`src/rtl/fpadd_result_logger.sv`:
```
// Captures floating-point adder results LATENCY cycles after each issue pulse and queues them in a FIFO.
// Optional sticky NaN detection on stored results is built when FPADD_LOG_NAN_FLAG_EN is defined.
module fpadd_result_logger #(
  parameter int LATENCY = 3,
  parameter int DEPTH   = 16,
  parameter int ADDR_W  = 4
) (
  input  logic              clk,
  input  logic              rst,
  input  logic              issue,
  input  logic [31:0]       fp_result,
  input  logic              rd_en,
  output logic [31:0]       rd_data,
  output logic              rd_valid,
  output logic [ADDR_W:0]   count,
  output logic              full,
  output logic              empty,
  output logic              overflow,
  output logic              nan_seen
);

  localparam logic [ADDR_W:0] FULL_COUNT = (ADDR_W+1)'(DEPTH);

  logic [LATENCY-1:0] issue_pipe;
  logic               capture;
  logic               do_write;
  logic               do_read;
  logic               drop;
  logic [ADDR_W-1:0]  wr_ptr;
  logic [ADDR_W-1:0]  rd_ptr;
  logic [31:0]        mem [DEPTH];

  // Each issue walks down the pipe; the oldest stage marks the cycle its result is on fp_result.
  generate
    if (LATENCY == 1) begin : g_pipe_single
      always_ff @(posedge clk or negedge rst) begin
        if (!rst) issue_pipe <= '0;
        else      issue_pipe <= issue;
      end
    end else begin : g_pipe_multi
      always_ff @(posedge clk or negedge rst) begin
        if (!rst) issue_pipe <= '0;
        else      issue_pipe <= {issue_pipe[LATENCY-2:0], issue};
      end
    end
  endgenerate

  assign capture = issue_pipe[LATENCY-1];
  assign full    = (count == FULL_COUNT);
  assign empty   = (count == '0);
  assign do_read = rd_en && !empty;
  // A concurrent read frees a slot, so a full FIFO still accepts the capture.
  assign do_write = capture && (!full || rd_en);
  assign drop     = capture && full && !rd_en;

  always_ff @(posedge clk) begin
    if (do_write) mem[wr_ptr] <= fp_result;
  end

  always_ff @(posedge clk or negedge rst) begin
    if (!rst) begin
      wr_ptr   <= '0;
      rd_ptr   <= '0;
      count    <= '0;
      rd_data  <= '0;
      rd_valid <= 1'b0;
      overflow <= 1'b0;
    end else begin
      rd_valid <= do_read;
      if (do_write) wr_ptr <= wr_ptr + 1'b1;
      if (do_read) begin
        rd_ptr  <= rd_ptr + 1'b1;
        rd_data <= mem[rd_ptr];
      end
      case ({do_write, do_read})
        2'b10:   count <= count + 1'b1;
        2'b01:   count <= count - 1'b1;
        default: count <= count;
      endcase
      if (drop) overflow <= 1'b1;
    end
  end

`ifdef FPADD_LOG_NAN_FLAG_EN
  logic is_nan;

  // Only results that actually land in the FIFO can raise the flag.
  assign is_nan = (fp_result[30:23] == 8'hFF) && (fp_result[22:0] != '0);

  always_ff @(posedge clk or negedge rst) begin
    if (!rst)                   nan_seen <= 1'b0;
    else if (do_write && is_nan) nan_seen <= 1'b1;
  end
`else
  assign nan_seen = 1'b0;
`endif

endmodule

```
`config.mk`:
```
export PLATFORM = sky130hd
export DESIGN_NAME = fpadd_result_logger
export DESIGN_NICKNAME = d
export VERILOG_FILES = /design/src/rtl/fpadd_result_logger.sv
export SDC_FILE = /design/constraint.sdc
export NUM_CORES = 1
export LEC_CHECK = 0
export BUFFER_PORTS_ARGS = -buffer_cell sky130_fd_sc_hd__buf_2
export CORE_MARGIN = 4
export CORE_UTILIZATION = 30
export CTS_CLUSTER_DIAMETER = 40
export DETAILED_ROUTE_END_ITERATION = 10
export GPL_TIMING_DRIVEN = 0
export PLACE_DENSITY = 0.49
export SYNTH_ARGS = -nofsm -noshare
export SYNTH_HDL_FRONTEND = slang
export SYNTH_SLANG_ARGS = --single-unit
```
`constraint.sdc`:
```
create_clock -name clk -period 3.4 [get_ports clk]
set_input_delay 0.17 -clock clk [delete_from_list [all_inputs] [get_ports clk]]
set_output_delay 0.17 -clock clk [all_outputs]
set_load 0.01 [all_outputs]
```
* Word level (Yosys, flattened, before mapping)
Memories as Yosys holds them, arrays and structs flattened. A register that Yosys moved wholly into a read port is not among the register bits. Index checks and enable logic that the tools add are counted. Widths: inputs -> output; s select.
Cells by class: add/sub/neg operators 4, eq/ne operators 3, multiplexer cells 3, reduce and logical (&&, ||, !) cells 11
Operator list (number):
- $pmux 5 s2 | 1
- $add 4x1->4 const B | 2
- $add 5x1->5 const B | 1
- $eq 5x5->1 const B | 1
- $logic_not 5->1 | 1
- $sub 5x1->5 const B | 1
- $logic_and 1x1->1 | 4
- $logic_not 1->1 | 4
- $eq 2x1->1 const B | 1
- $eq 2x2->1 const B | 1
- $mux 1 | 2
- $reduce_bool 2->1 | 1
- $logic_or 1x1->1 | 1
Storage, ports and cells: register bits after elaboration 18, RAM bits 512, output and inout bits 42, memories 1
Memories:
- mem | words 16, bits a word 32, read ports 1, clocked after Yosys merged registers in 1, wr ports 1, RTL line 31 | logic [31:0] mem [DEPTH];

* Longest topological paths before layout
Gate-level depths: netlist (run 1).
depth in word-level cells 6, gate-level depth with buffers 13

* Worst setup path before layout (run 1)
No wires, ideal clock.
kind flip-flop to flip-flop, from reg count[0], to mem mem[3][0] (enable), setup time 0.461 ns, data arrival time 3.371 ns, required time 2.939 ns, slack -0.432 ns, cell stages (with the launch flop) 7, path buffers 1, period minus slack after synthesis 3.832 ns, path through dfrtp_1 > nor4_1 > nand2_1 > o21a_1 > clkbuf_1 > nand2_1 > nor3_1
Between the ends: word-level cells in the longest chain between the ends 6
Ends and longest elaborated chain:
- start: declaration | RTL line 15 | output logic [ADDR_W:0] count,
- start signal: assignment | RTL line 76 | 2'b10: count <= count + 1'b1;
- start signal: assignment | RTL line 77 | 2'b01: count <= count - 1'b1;
- start signal: assignment | RTL line 78 | default: count <= count;
- $eq 5x5->1 | RTL line 49 | assign full = (count == FULL_COUNT);
- $logic_not 1->1 | RTL line 53 | assign do_write = capture && (!full || rd_en);
- $logic_or 1x1->1 | RTL line 53
- $logic_and 1x1->1 | RTL line 53
- $mux 1 | RTL line 57 | if (do_write) mem[wr_ptr] <= fp_result;
- $mux 1 (not written as such) | RTL line 57
- end: declaration | RTL line 31
No other way between the ends.

* Worst setup path in the final report (run 1)
from reg count[0], to reg count[4]
Between the ends: word-level cells in the longest chain between the ends 6
Ends and longest elaborated chain:
- $eq 5x5->1 | RTL line 49
- $logic_not 1->1 | RTL line 53
- $logic_or 1x1->1 | RTL line 53
- $logic_and 1x1->1 | RTL line 53
- $eq 2x1->1 or $eq 2x2->1 (tied branches) | RTL line 75 | case ({do_write, do_read})
- $pmux 5 s2 or $reduce_bool 2->1 (tied branches)
Parallel ways exist; a longest one is shown, timed or not. A chain may end at the register's enable or synchronous reset.

==> key figures, run 1 <==
Run status
  • Status: complete, no violations

Setup path
  • Sequence of cells on the critical path: or4_1, o21a_1, buf_6, ha_1, ha_1, nor2b_1, o21ai_0, a21oi_1, or3b_2, xnor2_1
  • Destination of the worst register-to-register timing path: count[4]
  • Kind of critical path: reg2reg
  • Maximum net fanout on the critical path: 17
  • Critical path's most frequent cell: ha_1
  • Cell at the slowest stage of the critical path: or4_1
  • Worst Setup Start Kind: flip-flop
  • Buffering stage count on the worst path with inverters included: 1
  • Top Family by Delay on Critical Path: simple AND/OR/NAND/NOR gates
  • FF-to-FF path depth: 10
  • Launch point of the critical path: count[0]
  • Slowest Stage Delay on Critical Path: roughly 0.56 ns
  • Flop2flop setup slack: 0.21 ns
  • R2r startpoint: count[0]
  • Crit path DAT: roughly 3.7 ns
  • Kind of end point of the critical path: flip-flop
  • Required time at the worst-slack endpoint: 3.90 ns

Synthesis
  • Number of storage elements in the synthesis netlist: roughly 560
  • Cell area after synthesis: 21300 µm²
  • Total of warnings raised by yosys: 0
  • Post-synthesis sequential area ratio: 0.780
  • Count of cell types in the netlist: 33
  • Fraction of registers with async set or reset after synthesis: 0.0890
  • Synthesized net count: 1001
  • Mean post-synth cell area: 22.3 µm²
  • Ys flop type: edfxtp_1
  • Post-Syn Instances: 955
  • Post-synth EDFFs: 512

Placement
  • Count of buffers from port buffering: 76
  • Placed wire-length estimate: 32.3 mm
  • Total placed instance area: 23500 µm²
  • Gp weighted congestion: 0.676
  • Pre-CTS WS: -0.272 ns

STA
  • Final hold violation count: 0
  • Rel. slew slack: 0.329
  • Worst Skew: 0.0223 ns
  • Finish-stage setup viols: 0
  • Setup repair after global routing missed its margin: no
  • Final worst setup slack: 0.211 ns
  • Tmin final: about 3.2 ns
  • Total negative slack: 0 ns
  • Ratio of final minimum period to clock period: 0.938
  • Pin slew with the least headroom to its limit: 1.01 ns
  • Count of final max-slew check failures: 0
  • Highest clock frequency the design can meet: roughly 310 MHz

CTS
  • Worst skew pair latency: 0.63 ns
  • Cell at the root of the clock tree: clkbuf_16
  • Clock Tree Buf Depth: 3
  • Clock sinks: 562
  • Clock transition at the registers of the reported paths: roughly 0.05 ns
  • CTS tree: yes
  • H-Tree Depth: 3
  • TritonCTS Buffers: 84

Cells and area
  • Nets@finish: around 1200
  • Cell area after layout: around 27000 µm²
  • Sequential cell area: 16600 µm²
  • Signed area change from the synthesized netlist to the final layout: 25.5%
  • # fillers: between 6000 and 7000
  • Layout cells sized above 1: 0.356
  • Area of the multi-input gates: around 4500 µm²
  • Fin util: 0.381

Floorplanning
  • I/O pin total: between 70 and 80
  • # rows: between 90 and 100
  • Starting Density: 0.303
  • Die span in x: between 200 and 300 µm
  • Core Footprint: between 70000 and 80000 µm²
  • Area enclosed by the die boundary: 75300 µm²
  • Vertical die dimension: 274 µm

Detailed routing
  • Detailed-route wire length: just over 50 mm
  • Number of vias in the routed layout: about 10000
  • Vias/cell: 4.78
  • Wire length per cell: 23.7 µm
  • Remaining antenna violation count: 0
  • Post-route DRC: 0
  • Violation count after the first detailed-routing iteration: about 660
  • Number of detailed-route iterations in the first pass: 5

Global route
  • Initial antenna violation count: 1
  • Number of global-route vias before repair: approximately 11000
  • Remaining Overflow, GRT: 0
  • Global-route usage over all layers: 0.139
  • Largest net degree at the start of global routing: between 50 and 60
  • First-pass GRT wire length: 76.1 mm

Power and ir drop
  • Max IR drop VDD: 0.441 mV
  • Leakage power: 8.72 nW
  • Power density cells: between 800 and 900 nW/µm²

Hold path
  • Number of cells on the worst hold path: 2
  • Path class of the lowest-slack min-delay path: in2reg
  • Hold Path Origin: issue
  • Capture endpoint of the worst hold path: issue_pipe[0]

Job
  • Maximum Capacitance Violations: 0
## report_power, final
group | leakage, nW | total, W | internal [W] | switching, W
clock | 1.40 | 0.00884 | 0.00559 | 0.00325
combinational | 2.13 | 0.00611 | 0.00276 | 0.00335
sequential | 5.19 | 0.00881 | 0.00846 | 0.000343
## state kept, by name, summed over array words and instances (netlist names)
signal,flops
count,5
issue_pipe,3
mem,512
overflow,1
rd_data,32
rd_ptr,4
rd_valid,1
wr_ptr,4
## worst max path at each step
stage / end / depth (start not counted)
CTS: count[4] / 13
global placement: mem[11][8] / 6
floorplan: count[4] / 11
detailed placement: count[4] / 11
global route: count[4] / 13
finish: count[4] / 10
## per-layer routing
metal	GRT usage	vias to the layer above	part of all wire
li1	-	4486	-
met1	0.184	5630	0.43
met2	0.233	254	0.50
met3	0.0279	72	0.048
met4	0.0405	0	0.019
met5	0	-	0
## through the flow
| step | hold WS, ns | total power (W) | std cells |
|---|---|---|---|
| after global placement | 0.281 | 0.0149 | 1971 |
| after global routing | 0.194 | 0.0249 | 2184 |
| after detailed placement | 0.286 | 0.0152 | 1992 |
| after floorplan | -0.126 | 0.0128 | 955 |
| final | 0.203 | 0.0238 | 2185 |
| after CTS | 0.166 | 0.0241 | 2184 |
## area by class of cell
type / instances / area share
antenna: 1 / 0.0000936
buffer: 55 / 0.0125
clock buffer: 105 / 0.0834
clock inverter: 53 / 0.0260
inverter: 8 / 0.00112
multi-input combinational: 329 / 0.166
sequential: 562 / 0.622
tap: 940 / 0.0440
timing repair buffer: 132 / 0.0446
## repair_timing
item | CTS | global route
endpoints found under the setup margin | 1 | 1
hold buffers | 35 | 0
pin swaps | 0 | 0
gates resized for setup | 0 | 1
setup buffers | 0 | 0
endpoints found under the hold margin | 564 | 0
## synthesized netlist by cell type, types with 2 or more instances
master | instances | area [µm²]
edfxtp_1 | 512 | 15400
mux4_2 | 128 | 2880
o22ai_1 | 64 | 400
dfrtp_1 | 50 | 1250
a21oi_1 | 34 | 170
mux2_2 | 33 | 372
clkbuf_1 | 21 | 78.8
buf_6 | 15 | 169
nor2_1 | 14 | 52.6
buf_2 | 10 | 50.1
nand2_1 | 10 | 37.5
buf_1 | 9 | 33.8
ha_1 | 9 | 113
inv_1 | 8 | 30.0
xnor2_1 | 7 | 61.3
nor3_1 | 4 | 20.0
o21ai_0 | 4 | 20.0
nand2b_1 | 3 | 18.8
xor2_1 | 3 | 26.3
a21o_1 | 2 | 15.0
nand4_1 | 2 | 12.5
o21a_1 | 2 | 15.0
## cell families after synthesis
logic type | after synthesis | share of synthesized area
muxes | 162 | 0.153
xor gates and xnor gates | 10 | 0.00411
and+or+nand+nor | 40 | 0.00946
DFF | 562 | 0.780
buffers and inverters | 64 | 0.0173
adders and majority gates | 10 | 0.00623
other | 1 | 0.000176
AOI/OAI and AO/OA | 106 | 0.0291
## layout by cell type (no fill, tap or decap), drive strengths merged, types with 2 or more instances in the layout
master / netlist / routed
o21ai: 4 / 4
edfxtp: 512 / 512
mux2: 33 / 33
ha: 9 / 9
nor3: 4 / 4
a21o: 2 / 2
nand2b: 3 / 3
buf: 35 / 132
xor2: 3 / 3
nand4: 2 / 2
clkinv: 0 / 20
clkbuf: 21 / 125
bufinv: 0 / 11
dlygate4sd3: 0 / 35
xnor2: 7 / 7
nor2: 14 / 14
a21oi: 34 / 34
clkinvlp: 0 / 8
o22ai: 64 / 64
nand2: 11 / 11
o21a: 2 / 2
inv: 8 / 22
dfrtp: 50 / 50
mux4: 128 / 128
## worst reg2reg max path, cell delays in order (launching register included)
cell and delay [ns]:
dfrtp_1 0.45, or4_1 0.56, o21a_1 0.22, buf_6 0.19, ha_1 0.26, ha_1 0.33, nor2b_1 0.14, o21ai_0 0.23
a21oi_1 0.10, or3b_2 0.45, xnor2_1 0.13
Note: power is estimated with default switching activity, not from simulation.
==> run 2: changes to the inputs <==
--- a/config.mk
+++ b/config.mk
@@ -7,11 +7,11 @@
 export LEC_CHECK = 0
 export BUFFER_PORTS_ARGS = -buffer_cell sky130_fd_sc_hd__buf_2
 export CORE_MARGIN = 4
-export CORE_UTILIZATION = 30
+export CORE_UTILIZATION = 40
 export CTS_CLUSTER_DIAMETER = 40
 export DETAILED_ROUTE_END_ITERATION = 10
 export GPL_TIMING_DRIVEN = 0
-export PLACE_DENSITY = 0.49
+export PLACE_DENSITY = 0.61
 export SYNTH_ARGS = -nofsm -noshare
 export SYNTH_HDL_FRONTEND = slang
 export SYNTH_SLANG_ARGS = --single-unit
==> run 2 against run 1 <==
Against the previous run:
- global-route usage increased by 3.1 points
- clock power decreased by 13%
- clock skew decreased by 0.0099 ns
- critical path depth increased by 3
==> key figures, run 2 (synthesized netlist as in run 1, its figures left out) <==
STA
  • Highest clock frequency the design can meet: 319 MHz
  • Final hold violation count: 0
  • Ratio of final minimum period to clock period: 0.921
  • Tmin final: 3.13 ns
  • Min Hold Slack: roughly 0.23 ns
  • Count of final max-slew check failures: 0
  • Total negative slack: 0 ns
  • Pin slew with the least headroom to its limit: 1.03 ns
  • Finish-stage setup viols: 0
  • Worst Skew: 0.0125 ns
  • Rel. slew slack: 0.314

Cells and area
  • Leading registers by flop count: mem x512, rd_data x32, count x5
  • # fillers: 4217
  • Most common cell after layout, fill and taps aside: edfxtp_1
  • Nets@finish: 1208
  • Layout cells sized above 1: 0.349
  • Most flop-heavy register: mem
  • Signed area change from the synthesized netlist to the final layout: 21.9%
  • Commonest non-fill, non-tap cells in the layout: edfxtp_1 (512), mux4_2 (128), buf_2 (85)
  • Largest register FFs: 512
  • Cell area after layout: about 26000 µm²

CTS
  • Clock sinks: 562
  • CTS tree: yes
  • Setup Fix Bufs, Post-CTS: 0
  • Worst skew pair latency: 0.60 ns
  • H-Tree Depth: 3
  • Cell at the root of the clock tree: clkbuf_16
  • TritonCTS Buffers: 75
  • Clock transition at the registers of the reported paths: 0.06 ns
  • Clock Tree Buf Depth: 3

Setup path
  • Crit path DAT: 3.60 ns
  • Required time at the worst-slack endpoint: 3.87 ns
  • Maximum net fanout on the critical path: 9
  • Critical path's most frequent cell: inv_1
  • Slowest Stage Delay on Critical Path: 0.45 ns
  • Kind of critical path: reg2reg
  • Buffering stage count on the worst path with inverters included: 3
  • Cell at the slowest stage of the critical path: dfrtp_1
  • Sequence of cells on the critical path: nor4_2, nand2_1, o21a_1, clkbuf_1, inv_1, ha_1, inv_1, fa_1, nor2b_1, o21ai_1, nand3_1, or3b_2, xnor2_1
  • Kind of end point of the critical path: flip-flop
  • Worst Setup Start Kind: flip-flop
  • Top Family by Delay on Critical Path: simple AND/OR/NAND/NOR gates

Power and ir drop
  • Max IR drop VDD: 0.379 mV
  • Leakage power: 8.52 nW
  • Power density cells: 864 nW/µm²
  • Power consumption: between 0.02 and 0.025 W

Global route
  • GR Layer Usage met3: 0.0331
  • Initial antenna violation count: 1
  • Global-route usage over all layers: 0.170
  • First-pass GRT wire length: 71.5 mm
  • Largest net degree at the start of global routing: 51
  • Most used routing layer: met2
  • Remaining Overflow, GRT: 0
  • Global Route met2 Usage: 0.279
  • Number of global-route vias before repair: 11094
  • Met1 Resource Use GR: 0.234

Run status
  • Status: complete, no violations

Placement
  • Count of buffers from port buffering: 76
  • Total placed instance area: 23100 µm²
  • Placed wire-length estimate: about 30 mm
  • Gp weighted congestion: 0.710

Floorplanning
  • Area enclosed by the die boundary: 57000 µm²
  • Starting Density: 0.405
  • Vertical die dimension: 239 µm
  • Core Footprint: between 50000 and 60000 µm²
  • I/O pin total: 78
  • # rows: 84
  • Die span in x: about 240 µm

Detailed routing
  • Number of vias in the routed layout: 10322
  • Remaining antenna violation count: 0
  • Wire length per cell: 24.7 µm
  • Vias/cell: 5.40
  • Violation count after the first detailed-routing iteration: 971
  • Detailed-route wire length: 47.3 mm
  • Number of detailed-route iterations in the first pass: 5
  • Post-route DRC: 0

Job
  • Maximum Capacitance Violations: 0

Hold path
  • Path class of the lowest-slack min-delay path: in2async
## run 2: path summary, 6_finish.rpt
path | from | end | slack (ns) | depth (start not counted)
setup / recovery | count[1] | count[4] | 0.27 | 13
hold / removal | rst | rd_data[12] | 0.23 | 2
setup reg to reg | count[1] | count[4] | 0.27 | 13
hold reg to reg | issue_pipe[1] | issue_pipe[2] | 0.35 | 0
max in group asynchronous | rst | rd_data[2] | 2.62 | 2
min in group clk | issue | issue_pipe[0] | 0.23 | 2
## run 2: timing repair
item                                   in CTS  in global routing
endpoints found under the hold margin     564                  0
hold buffers                               35                  0
resized for setup                           0                  2
setup endpoints to repair                   1                  1
## run 2: layout make-up
cell class / count / area [µm²] / share of cell area
antenna: 1 / 2.50 / 0.0000964
timing repair buffer: 131 / 1180 / 0.0455
inverter: 8 / 30.0 / 0.00116
clock buffer: 90 / 2010 / 0.0772
multi-input combinational: 329 / 4450 / 0.171
buffer: 55 / 335 / 0.0129
tap: 688 / 861 / 0.0332
sequential: 562 / 16600 / 0.640
clock inverter: 48 / 473 / 0.0182
## run 2: routing by layer
| layer | wire length (µm) | vias to the layer above |
|---|---|---|
| met5 | 0 | - |
| met4 | 740 | 0 |
| met3 | 2900 | 56 |
| met2 | 23300 | 306 |
| met1 | 20300 | 5499 |
| li1 | - | 4461 |
## run 2: where the power goes
part           switching [W]  internal [W]
Sequential          0.000352       0.00846
Clock                0.00305       0.00461
Combinational        0.00322       0.00275
Total                0.00662        0.0158
## run 2: stage by stage
stage / setup WS [ns] / cells / utilization
2_1_floorplan: 0.259 / 955 / -
4_1_cts: 0.211 / 1911 / 0.493
6_report: 0.270 / 1912 / 0.493
3_5_place_dp: -0.234 / 1739 / 0.439
3_3_place_gp: -1.29 / 1719 / 0.429
5_1_grt: -0.0155 / 1911 / 0.493
==> run 3: changes to the inputs <==
--- a/config.mk
+++ b/config.mk
@@ -9,9 +9,11 @@
 export CORE_MARGIN = 4
 export CORE_UTILIZATION = 40
 export CTS_CLUSTER_DIAMETER = 40
+export CTS_CLUSTER_SIZE = 10
 export DETAILED_ROUTE_END_ITERATION = 10
 export GPL_TIMING_DRIVEN = 0
 export PLACE_DENSITY = 0.61
+export RECOVER_POWER = 100
 export SYNTH_ARGS = -nofsm -noshare
 export SYNTH_HDL_FRONTEND = slang
 export SYNTH_SLANG_ARGS = --single-unit
==> run 3 against run 2 <==
Against the previous run:
- the flow now finishes with violations (max-capacitance violations, max-slew violations)
- register-to-register slack barely moved
- setup slack got worse by 0.0016 ns
- cell area is 0.20% higher
- wire length fell by 0.12%
- clock power rose by 4.0%
- sequential power about the same
- combinational power about the same
- largest power group unchanged
- maximum frequency barely moved
- non-clock buffer count did not move
- sequential share of layout area down 0.13 points
- critical path type unchanged
- count of clock-buffer cells in the layout rose by 18
==> key figures, run 3 (synthesized netlist as in run 1, its figures left out) <==
Cells and area
  • Most flop-heavy register: mem
  • Cell area after layout: 26000 µm²
  • Commonest non-fill, non-tap cells in the layout: edfxtp_1 (512), mux4_2 (128), clkbuf_16 (79)
  • Most common cell after layout, fill and taps aside: edfxtp_1
  • Non-filler cells in the finished layout: 1914
  • Layout cells sized above 1: 0.313
  • Largest register FFs: 512
  • Signed area change from the synthesized netlist to the final layout: 22.1%
  • Leading registers by flop count: mem x512, rd_data x32, count x5
  • Nets@finish: about 1200

Global route
  • Largest net degree at the start of global routing: 51
  • Initial antenna violation count: 1
  • Number of global-route vias before repair: 11069
  • Global-route usage over all layers: 0.169
  • Remaining Overflow, GRT: 0
  • First-pass GRT wire length: around 71 mm

STA
  • Count of final max-slew check failures: 51
  • Highest clock frequency the design can meet: 319 MHz
  • Tmin final: 3.13 ns
  • Worst Skew: 0.0241 ns
  • Final hold violation count: 0
  • Ratio of final minimum period to clock period: 0.921
  • Pin slew with the least headroom to its limit: roughly 1.7 ns
  • Finish-stage setup viols: 0
  • Rel. slew slack: -0.105

Setup path
  • Critical path's most frequent cell: ha_1
  • Worst Setup Start Kind: flip-flop
  • Kind of critical path: reg2reg
  • Cell at the slowest stage of the critical path: or4_1
  • Kind of end point of the critical path: flip-flop
  • Maximum net fanout on the critical path: 17
  • Required time at the worst-slack endpoint: between 3 and 4 ns
  • Slowest Stage Delay on Critical Path: 0.59 ns
  • Crit path DAT: around 3.6 ns
  • Top Family by Delay on Critical Path: simple AND/OR/NAND/NOR gates
  • Buffering stage count on the worst path with inverters included: 1
  • Sequence of cells on the critical path: or4_1, o21a_1, buf_6, ha_1, ha_1, nor2b_1, o21ai_1, a21oi_1, or3b_2, xnor2_1

CTS
  • Clock sinks: around 560
  • Setup Fix Bufs, Post-CTS: 0
  • TritonCTS Buffers: between 70 and 80
  • Worst skew pair latency: 0.60 ns
  • Clock transition at the registers of the reported paths: approximately 0.050 ns
  • CTS tree: yes
  • H-Tree Depth: 3
  • Clock Tree Buf Depth: 3
  • Cell at the root of the clock tree: clkbuf_16

Detailed routing
  • Remaining antenna violation count: 0
  • Number of detailed-route iterations in the first pass: 5
  • Wire length per cell: 24.7 µm
  • Number of vias in the routed layout: slightly above 10000
  • Violation count after the first detailed-routing iteration: roughly 1000
  • Detailed-route wire length: roughly 47 mm
  • Vias/cell: 5.39
  • Post-route DRC: 0

Floorplanning
  • I/O pin total: 78
  • Starting Density: 0.405
  • Die span in x: around 240 µm
  • Vertical die dimension: 239 µm
  • # rows: 84
  • Core Footprint: 52700 µm²
  • Area enclosed by the die boundary: 57000 µm²

Placement
  • Placed wire-length estimate: 29.9 mm
  • Cell Count Post-Placement: approximately 1700
  • Gp weighted congestion: 0.710
  • Count of buffers from port buffering: 76
  • Total placed instance area: about 23000 µm²

Power and ir drop
  • Power density cells: 874 nW/µm²
  • Leakage power: 8.46 nW
  • Max IR drop VDD: 0.434 mV

Run status
  • Failing checks: max-capacitance violations, max-slew violations
  • Status: finished, violations left

Hold path
  • Path class of the lowest-slack min-delay path: in2reg

Job
  • Maximum Capacitance Violations: 1
[run 3: cell count changes in the layout (fill, tap and decap cells not counted), moves of 2 or more]
| cell | before | now |
|---|---|---|
| buf_2 | 85 | 53 |
| bufinv_16 | 4 | 9 |
| clkbuf_1 | 30 | 76 |
| clkbuf_16 | 77 | 79 |
| clkbuf_8 | 3 | 5 |
| clkinv_4 | 9 | 4 |
| inv_6 | 15 | 2 |
| inv_8 | 2 | 0 |
[run 3: path summary, 6_finish.rpt]
check	startpoint	to	slack, ns	cells after the start
setup reg to reg	count[1]	count[4]	0.27	10
setup / recovery	count[1]	count[4]	0.27	10
hold / removal	issue	issue_pipe[0]	0.25	2
max in group asynchronous	rst	rd_data[0]	1.85	2
hold reg to reg	issue_pipe[1]	issue_pipe[2]	0.35	0
min in group asynchronous	rst	rd_data[11]	0.56	2
[run 3: final cells by class]
| cell class | count | area (µm²) |
|---|---|---|
| Antenna cell | 1 | 2.50 |
| Sequential cell | 562 | 16600 |
| Tap cell | 688 | 861 |
| Buffer | 55 | 335 |
| Timing Repair Buffer | 131 | 1140 |
| Multi-Input combinational cell | 329 | 4450 |
| Inverter | 8 | 30.0 |
| Fill cell | 4215 | 26600 |
| Clock buffer | 108 | 2140 |
| Clock inverter | 32 | 438 |
[run 3: layer usage]
metal	GRT usage	up-vias	wire length, µm
li1	-	4453	-
met1	0.233	5538	20700
met2	0.279	246	23500
met3	0.0341	72	2280
met4	0.0450	0	774
met5	0	-	0
[run 3: repair_timing]
item / in CTS / in global routing
pin swaps: 0 / 0
resized for setup: 0 / 2
hold buffers: 35 / 0
endpoints found under the hold margin: 564 / 0
setup endpoints to repair: 1 / 1
[run 3: through the flow]
| step | TNS [ns] | util | hold slack [ns] | setup slack, ns | power (W) |
|---|---|---|---|---|---|
| floorplan | 0 | - | -0.126 | 0.259 | 0.0128 |
| global placement | -592.22 | 0.429 | 0.281 | -1.29 | 0.0147 |
| detailed placement | -0.234 | 0.439 | 0.296 | -0.234 | 0.0150 |
| CTS | 0 | 0.495 | 0.215 | 0.212 | 0.0231 |
| global route | -0.0148 | 0.494 | 0.240 | -0.0148 | 0.0238 |
| finish | 0 | 0.494 | 0.246 | 0.268 | 0.0227 |
[run 3: power breakdown]
group	internal, W	switching (W)	total (W)
sequential	0.00847	0.000351	0.00882
combinational	0.00275	0.00322	0.00596
clock	0.00508	0.00289	0.00797
